## src/rtl/dsa_simd_pkg.sv

```systemverilog
// Shared types and defaults for the SIMD pixel buffer between pixel fetch and bilinear interpolation.
package dsa_simd_pkg;

    localparam int DSA_PIX_W_DEF = 8;
    localparam int DSA_LANES_DEF = 4;

    typedef logic [DSA_PIX_W_DEF-1:0] pix_t;

    typedef struct packed {
        pix_t p00;
        pix_t p01;
        pix_t p10;
        pix_t p11;
    } quad_t;

endpackage

```

## src/rtl/dsa_simd_fifo_ctrl.sv

```systemverilog
// Pointer, occupancy and flush control for dsa_simd_fifo.
// Optional high-water mark port enabled by DSA_SIMD_FIFO_HWM_EN.
module dsa_simd_fifo_ctrl
    import dsa_simd_pkg::*;
#(
    parameter int DEPTH = 4,
    parameter int CNT_W = $clog2(DEPTH + 1),
    parameter int PTR_W = $clog2(DEPTH)
) (
    input  logic             clk,
    input  logic             rst,
    input  logic             flush,
    input  logic             in_valid,
    input  logic             out_ready,
    output logic             in_ready,
    output logic             out_valid,
    output logic             push,
    output logic [PTR_W-1:0] wr_ptr,
    output logic [PTR_W-1:0] rd_ptr,
    output logic [CNT_W-1:0] count
`ifdef DSA_SIMD_FIFO_HWM_EN
    ,
    output logic [CNT_W-1:0] hwm
`endif
);

    logic             pop;
    logic [CNT_W-1:0] count_nxt;

    // Handshakes depend only on registered occupancy, never on the opposite side.
    assign in_ready  = (count != CNT_W'(DEPTH));
    assign out_valid = (count != '0);
    assign push      = in_valid && in_ready && !flush;
    assign pop       = out_valid && out_ready && !flush;

    always_comb begin
        count_nxt = count;
        if (flush) begin
            count_nxt = '0;
        end else if (push && !pop) begin
            count_nxt = count + CNT_W'(1);
        end else if (pop && !push) begin
            count_nxt = count - CNT_W'(1);
        end
    end

    always_ff @(posedge clk or posedge rst) begin
        if (rst) begin
            wr_ptr <= '0;
            rd_ptr <= '0;
            count  <= '0;
        end else begin
            count <= count_nxt;
            if (flush) begin
                wr_ptr <= '0;
                rd_ptr <= '0;
            end else begin
                if (push) wr_ptr <= wr_ptr + PTR_W'(1);
                if (pop)  rd_ptr <= rd_ptr + PTR_W'(1);
            end
        end
    end

`ifdef DSA_SIMD_FIFO_HWM_EN
    // Survives flush so software can read peak occupancy across flushes.
    always_ff @(posedge clk or posedge rst) begin
        if (rst) begin
            hwm <= '0;
        end else if (count_nxt > hwm) begin
            hwm <= count_nxt;
        end
    end
`endif

endmodule

```

## src/rtl/dsa_simd_fifo.sv

```systemverilog
// Show-ahead SIMD vector FIFO: N lanes of 2x2 pixel neighbourhoods plus lane mask per entry.
// Define DSA_SIMD_FIFO_HWM_EN to add the hwm (high-water mark) output.
module dsa_simd_fifo
    import dsa_simd_pkg::*;
#(
    parameter int N     = DSA_LANES_DEF,
    parameter int PIX_W = DSA_PIX_W_DEF,
    parameter int DEPTH = 4,
    parameter int CNT_W = $clog2(DEPTH + 1)
) (
    input  logic             clk,
    input  logic             rst,
    input  logic             flush,
    input  logic             in_valid,
    output logic             in_ready,
    input  logic [N-1:0]     in_mask,
    input  logic [PIX_W-1:0] in_p00 [0:N-1],
    input  logic [PIX_W-1:0] in_p01 [0:N-1],
    input  logic [PIX_W-1:0] in_p10 [0:N-1],
    input  logic [PIX_W-1:0] in_p11 [0:N-1],
    output logic             out_valid,
    input  logic             out_ready,
    output logic [N-1:0]     out_mask,
    output logic [PIX_W-1:0] out_p00 [0:N-1],
    output logic [PIX_W-1:0] out_p01 [0:N-1],
    output logic [PIX_W-1:0] out_p10 [0:N-1],
    output logic [PIX_W-1:0] out_p11 [0:N-1],
    output logic [CNT_W-1:0] count
`ifdef DSA_SIMD_FIFO_HWM_EN
    ,
    output logic [CNT_W-1:0] hwm
`endif
);

    localparam int PTR_W = $clog2(DEPTH);

    typedef struct packed {
        logic [PIX_W-1:0] p00;
        logic [PIX_W-1:0] p01;
        logic [PIX_W-1:0] p10;
        logic [PIX_W-1:0] p11;
    } lane_t;

    logic             push;
    logic [PTR_W-1:0] wr_ptr;
    logic [PTR_W-1:0] rd_ptr;

    lane_t            mem      [0:DEPTH-1][0:N-1];
    logic [N-1:0]     mem_mask [0:DEPTH-1];

    dsa_simd_fifo_ctrl #(
        .DEPTH (DEPTH),
        .CNT_W (CNT_W),
        .PTR_W (PTR_W)
    ) u_ctrl (
        .clk       (clk),
        .rst       (rst),
        .flush     (flush),
        .in_valid  (in_valid),
        .out_ready (out_ready),
        .in_ready  (in_ready),
        .out_valid (out_valid),
        .push      (push),
        .wr_ptr    (wr_ptr),
        .rd_ptr    (rd_ptr),
        .count     (count)
`ifdef DSA_SIMD_FIFO_HWM_EN
        ,
        .hwm       (hwm)
`endif
    );

    // Storage is zeroed on reset so the head reads as all-zero until the first push.
    always_ff @(posedge clk or posedge rst) begin
        if (rst) begin
            for (int d = 0; d < DEPTH; d++) begin
                mem_mask[d] <= '0;
                for (int l = 0; l < N; l++) begin
                    mem[d][l] <= '0;
                end
            end
        end else if (push) begin
            mem_mask[wr_ptr] <= in_mask;
            for (int l = 0; l < N; l++) begin
                mem[wr_ptr][l] <= '{p00: in_p00[l], p01: in_p01[l],
                                    p10: in_p10[l], p11: in_p11[l]};
            end
        end
    end

    always_comb begin
        out_mask = mem_mask[rd_ptr];
        for (int l = 0; l < N; l++) begin
            out_p00[l] = mem[rd_ptr][l].p00;
            out_p01[l] = mem[rd_ptr][l].p01;
            out_p10[l] = mem[rd_ptr][l].p10;
            out_p11[l] = mem[rd_ptr][l].p11;
        end
    end

endmodule

```

## config.mk

```make
export PLATFORM = sky130hd
export DESIGN_NAME = dsa_simd_fifo
export DESIGN_NICKNAME = d
export VERILOG_FILES = /design/src/rtl/dsa_simd_pkg.sv /design/src/rtl/dsa_simd_fifo_ctrl.sv /design/src/rtl/dsa_simd_fifo.sv
export SDC_FILE = /design/constraint.sdc
export NUM_CORES = 1
export LEC_CHECK = 0
export BUFFER_PORTS_ARGS = -buffer_cell sky130_fd_sc_hd__buf_2
export CORE_UTILIZATION = 50
export DETAILED_ROUTE_END_ITERATION = 8
export GPL_ROUTABILITY_DRIVEN = 0
export PLACE_DENSITY = 0.81
export SETUP_SLACK_MARGIN = 0.5
export SKIP_LAST_GASP = 1
export SLEW_MARGIN = 5
export SYNTH_ARGS = -nofsm -noshare
export SYNTH_HDL_FRONTEND = slang
export SYNTH_HIERARCHICAL = 1
export SYNTH_SLANG_ARGS = --single-unit
```

## constraint.sdc

```tcl
create_clock -name clk -period 20.2 [get_ports clk]
set_input_delay 3.03 -clock clk [delete_from_list [all_inputs] [get_ports clk]]
set_output_delay 3.03 -clock clk [all_outputs]
set_load 0.05 [all_outputs]
```

Yosys cells after proc, flatten, opt, wreduce, memory -nomap -nowiden
Index checks and enable logic that the tools add are counted.
{"block": "op_classes", "eq_ne": 1, "n_lt_le_gt_ge": 3, "reduce_logical": 14, "n_addsub": 4, "n_bitwise": 2, "muxes": 28}
{"operator": "bitwise mux 512 bit", "count": 4}
{"operator": "demux 128 bit (select 2 bit)", "count": 4}
{"operator": "two-way mux 128 bit", "count": 3}
{"operator": "binary-select mux 128 bit (select 2 bit)", "count": 1}
{"operator": "two-way mux 96 bit", "count": 1}
{"operator": "two-way mux 64 bit", "count": 1}
{"operator": "two-way mux 32 bit", "count": 1}
{"operator": "bitwise mux 16 bit", "count": 1}
{"operator": "two-way mux 4 bit", "count": 3}
{"operator": "two-way mux 3 bit", "count": 3}
{"operator": "binary-select mux 4 bit (select 2 bit)", "count": 1}
{"operator": "demux 4 bit (select 2 bit)", "count": 1}
{"operator": "two-way mux 2 bit", "count": 4}
{"operator": "logical AND 1 bit", "count": 7}
{"operator": ">= comparator 3 bit (second input constant)", "count": 2}
{"operator": "NOT 2 -> 3 bit", "count": 2}
{"operator": "nonzero test 3 bit", "count": 2}
{"operator": "adder 2 x 1 -> 2 bit (second input constant)", "count": 2}
{"operator": "nonzero test 2 bit", "count": 2}
{"operator": "adder 3 x 1 -> 3 bit (second input constant)", "count": 1}
{"operator": "zero test 1 bit", "count": 3}
{"operator": "less-than comparator 3 x 1 -> 1 bit (second input constant)", "count": 1}
{"operator": "!= test 3 bit (second input constant)", "count": 1}
{"operator": "subtractor 3 x 1 -> 3 bit (second input constant)", "count": 1}
{"block": "totals", "input_bits": 137, "wordCells": 123, "reg_bits": 535}

Logic depth before layout (Yosys ltp)
{"block": "logic_depth", "ltp_word": 9, "ltp_mapped": 9}

Modules after synthesis
The synthesis kept the hierarchy.
{"module": "dsa_simd_fifo", "seq_area_each_um2": 13212.7, "cells_each": 1279, "n_inst": 1, "area_each_um2": 22639.2}
{"module": "dsa_simd_fifo_ctrl", "seq_area_each_um2": 175.2, "cells_each": 62, "n_inst": 1, "area_each_um2": 574.3}

Worst setup path before layout
OpenSTA, ideal clock, no wires.
{"block": "synth_timing", "path_type": "register to output", "start": "register u_ctrl.rd_ptr[1]", "end": "output out_p00[2] in the netlist's numbering", "setup_slack_ns": 15.598, "stages_incl_launch_ff": 5, "required_time_ns": 17.170, "t_arrival_ns": 1.572, "cell_sequence": "dfrtp_1 > buf_2 > buf_4 > buf_2 > mux4_2"}
{"item": "start, declared", "line": "dsa_simd_fifo_ctrl.sv:19", "rtl": "output logic [PTR_W-1:0] rd_ptr,"}
{"item": "start signal, assigned", "line": "dsa_simd_fifo_ctrl.sv:59", "rtl": "if (pop) rd_ptr <= rd_ptr + PTR_W'(1);"}
{"item": "end, declared", "line": "dsa_simd_fifo.sv:24", "rtl": "output logic [PIX_W-1:0] out_p00 [0:N-1],"}

==> results.yml <==
setup_path:
  cp.arrival_ns: 3.36
  worst-path-max-fanout: 50
  rr_worst_depth: 8
  crit_path_end: "out_p11[8]"
  r2r-start: "u_ctrl/count[2]"
  path_class: "reg -> out"
  endpoint_kind: "output port"
  cp.required_ns: 17.17
  reg2reg_slack_ns: 16.71
  startpoint: "u_ctrl/rd_ptr[1]"
  timing.rr.end: "mem[154]"
  start_kind: "register"
route:
  wl_per_cell_um: 21.45
  via_per_inst: 5.674
  wl_um: 48160
  dr.pass1.iters: 4
  ant_nets: 0
  drc: 0
  first_iter_violations: 851
  vias: 12739
die:
  initial_core_util_pct: 50.93
  die_y_um: 217.5
  rows: 78
  die_area_um2: 47290
  core_area_um2: 45580
  io_pins: 274
  die_w_um: 217.5
sta:
  max_slew_margin_pct: 25.28
  hold_slack_ns: 0.4805
  worstMarginPinSlew_ns: 1.121
  maxSlewViolCount: 0
  hold_viol: 0
  setup_viol: 0
  fin_crit_sh_pct: 31.61
  min_period_ns: 6.385
  tns_ns: 0
  fmax_mhz: 156.6
  rsz0062_at_grt: "false"
  finClkSkew_ns: 0.009409
synth:
  yosysTopAreaCellShare_pct: 57.67
  ys_top_cells_by_count: "dfrtp_1, mux2_2, mux4_2, mux2_1, buf_2"
  yosys_warnings: 6
  synth_most_common_cell: "dfrtp_1"
  synth_area_leaders: "dfrtp_1, mux2_2, mux4_2, mux2_1, buf_2"
  ys_types: 37
  synth_area_leader_cell: "dfrtp_1"
  synthCells: 1341
  syn_avg_cell_area_um2: 17.31
  synth_seq_area_share_pct: 57.67
  syn-cell-area_um2: 23210
  synth_flop_cell: "dfrtp_1"
  synth_nets: 1479
  synth-edff-count: 0
  async_flop_share_pct: 100.0
  yosys_register_bits: 535
cts:
  clk_path_buf_depth: 3
  post_cts_resized: 0
  cts_made_buffers: 56
  cts_root_buffer: "clkbuf_16"
  clkLatencyLatePin_ns: 0.59
  hold_buffers: 0
  htreeDepth: 2
  cts.sinks: 535
  clk_pin_slew_worst_paths_ns: 0.06
  cts_tree: "yes"
  cts_setup_buffers: 0
cells_and_area:
  final_core_util_pct: 58.89
  fill_cells: 3424
  nNetsFinal: 1736
  syn_to_final_growth_pct: 15.62
  drive_above_1_share_pct: 59.16
grt:
  grt_max_degree: 186
  grt_pass1_vias: 14263
  grt_usage_pct: 20.90
  grt_pass1_wl_um: 77420
  overflow: 0
  antenna_found_initial: 8
power:
  internal_power_uw: 2782
  ir_drop_v: 0.0001326
  power.share.clock_pct: 22.9
  p_sw_share_pct: 37.32
  p_seq_share_pct: 38.4
  p_per_area_nw_per_um2: 165.4
  combinationalPowerShare_pct: 38.7
  p_leak_uw: 0.01221
  p_sw_uw: 1656
place:
  dp_hpwl_um: 29610
  port_buffers: 273
worst_hold_path:
  min_path_type: "reg -> reg"
run_status:
  outcome: "completed"
flow_run:
  max_cap_viol_count: 0
## critical path: stages, from the launching register on
cell and delay, ns:
dfrtp_4 0.94, buf_4 0.92, mux4_2 0.63, buf_2 0.23
## power by group through the flow
stage | Combinational, µW | Sequential, µW | Clock, µW
after floorplan | 1440 | 1640 | 0
after global placement | 1690 | 1680 | 0
after CTS | 1730 | 1700 | 1040
final | 1720 | 1700 | 1020
after detailed placement | 1730 | 1720 | 0
after global routing | 1810 | 1760 | 1080
## worst min-delay path by stage
stage | from | to | slack (ns) | cells after the start
final | mem[448] | mem[448] | 0.48 | 1
after global routing | mem[388] | mem[388] | 0.49 | 1
after detailed placement | mem[446] | mem[446] | 0.47 | 1
after CTS | mem[462] | mem[462] | 0.49 | 1
after global placement | mem[440] | mem[440] | 0.46 | 1
after floorplan | mem[384] | mem[384] | 0.45 | 1
## kinds of logic (layout without fill, tap and decap cells)
| kind of cell | after synthesis | after routing | share of synthesized area, % |
|---|---|---|---|
| XOR/XNOR | 3 | 3 | 0.1132 |
| multiplexers | 662 | 662 | 38.53 |
| adder cells (fa/ha/maj) | 1 | 1 | 0.08624 |
| flip-flops | 535 | 535 | 57.67 |
| AO/OA/AOI/OAI | 17 | 17 | 0.5821 |
| other | 0 | 7 | 0 |
| buffers and inverters | 99 | 396 | 2.377 |
| AND/OR/NAND/NOR | 24 | 24 | 0.6360 |
## registers in the layout (all words and copies together), names as in the netlist
signal / flops
u_ctrl/count: 3
u_ctrl/wr_ptr: 2
mem: 512
u_ctrl/rd_ptr: 2
mem_mask: 16
## routing by layer
layer	vias up	track usage [%]	wire [µm]
met3	97	5.955	3192
met4	8	6.221	1211
met1	6790	26.51	19830
met2	295	34.87	23870
li1	5549	-	-
met5	-	0	47
## cell type report
cell class              count  area, µm²  area share, %
multi-input cells         707       9293          34.62
repair buffers            291       1514          5.641
diodes                      7      17.52        0.06527
flip-flops and latches    535      13400          49.91
clock inverters            14      147.6         0.5501
well taps                 600      750.7          2.797
inverters                   7      33.78         0.1259
clock buffers              84       1688          6.289
## through the flow
stage / std cells / total power (µW) / setup slack [ns] / instance area [µm²]
CTS: 2238 / 4479 / 13.68 / 26820
detailed placement: 2140 / 3447 / 14.27 / 24990
finish: 2245 / 4438 / 13.81 / 26840
floorplan: 1341 / 3080 / 2.417 / 23210
global placement: 2140 / 3368 / 14.32 / 24990
global route: 2241 / 4646 / 13.57 / 26830
## placed cells by master, fill, tap and decap left out, types with 2 or more instances in the layout
cell	synthesis	routed
inv_1	5	4
diode_2	0	7
a21oi_1	2	2
clkbuf_1	2	11
bufinv_16	0	3
mux2_2	448	448
dfrtp_1	535	533
inv_2	2	2
buf_4	17	17
buf_2	69	273
nor2_1	4	4
or3_1	2	2
xor2_1	2	2
clkbuf_8	0	16
dfrtp_4	0	2
o21ai_0	2	2
clkinv_2	0	10
nand2_1	5	5
nand3b_1	3	3
o2111ai_1	2	2
nor3b_4	1	2
mux4_2	132	132
a31oi_1	2	2
o21a_1	2	2
mux2_1	81	81
nand3_1	3	2
nor3_1	2	2
clkbuf_16	0	57
(Power assumes the default switching activity.)
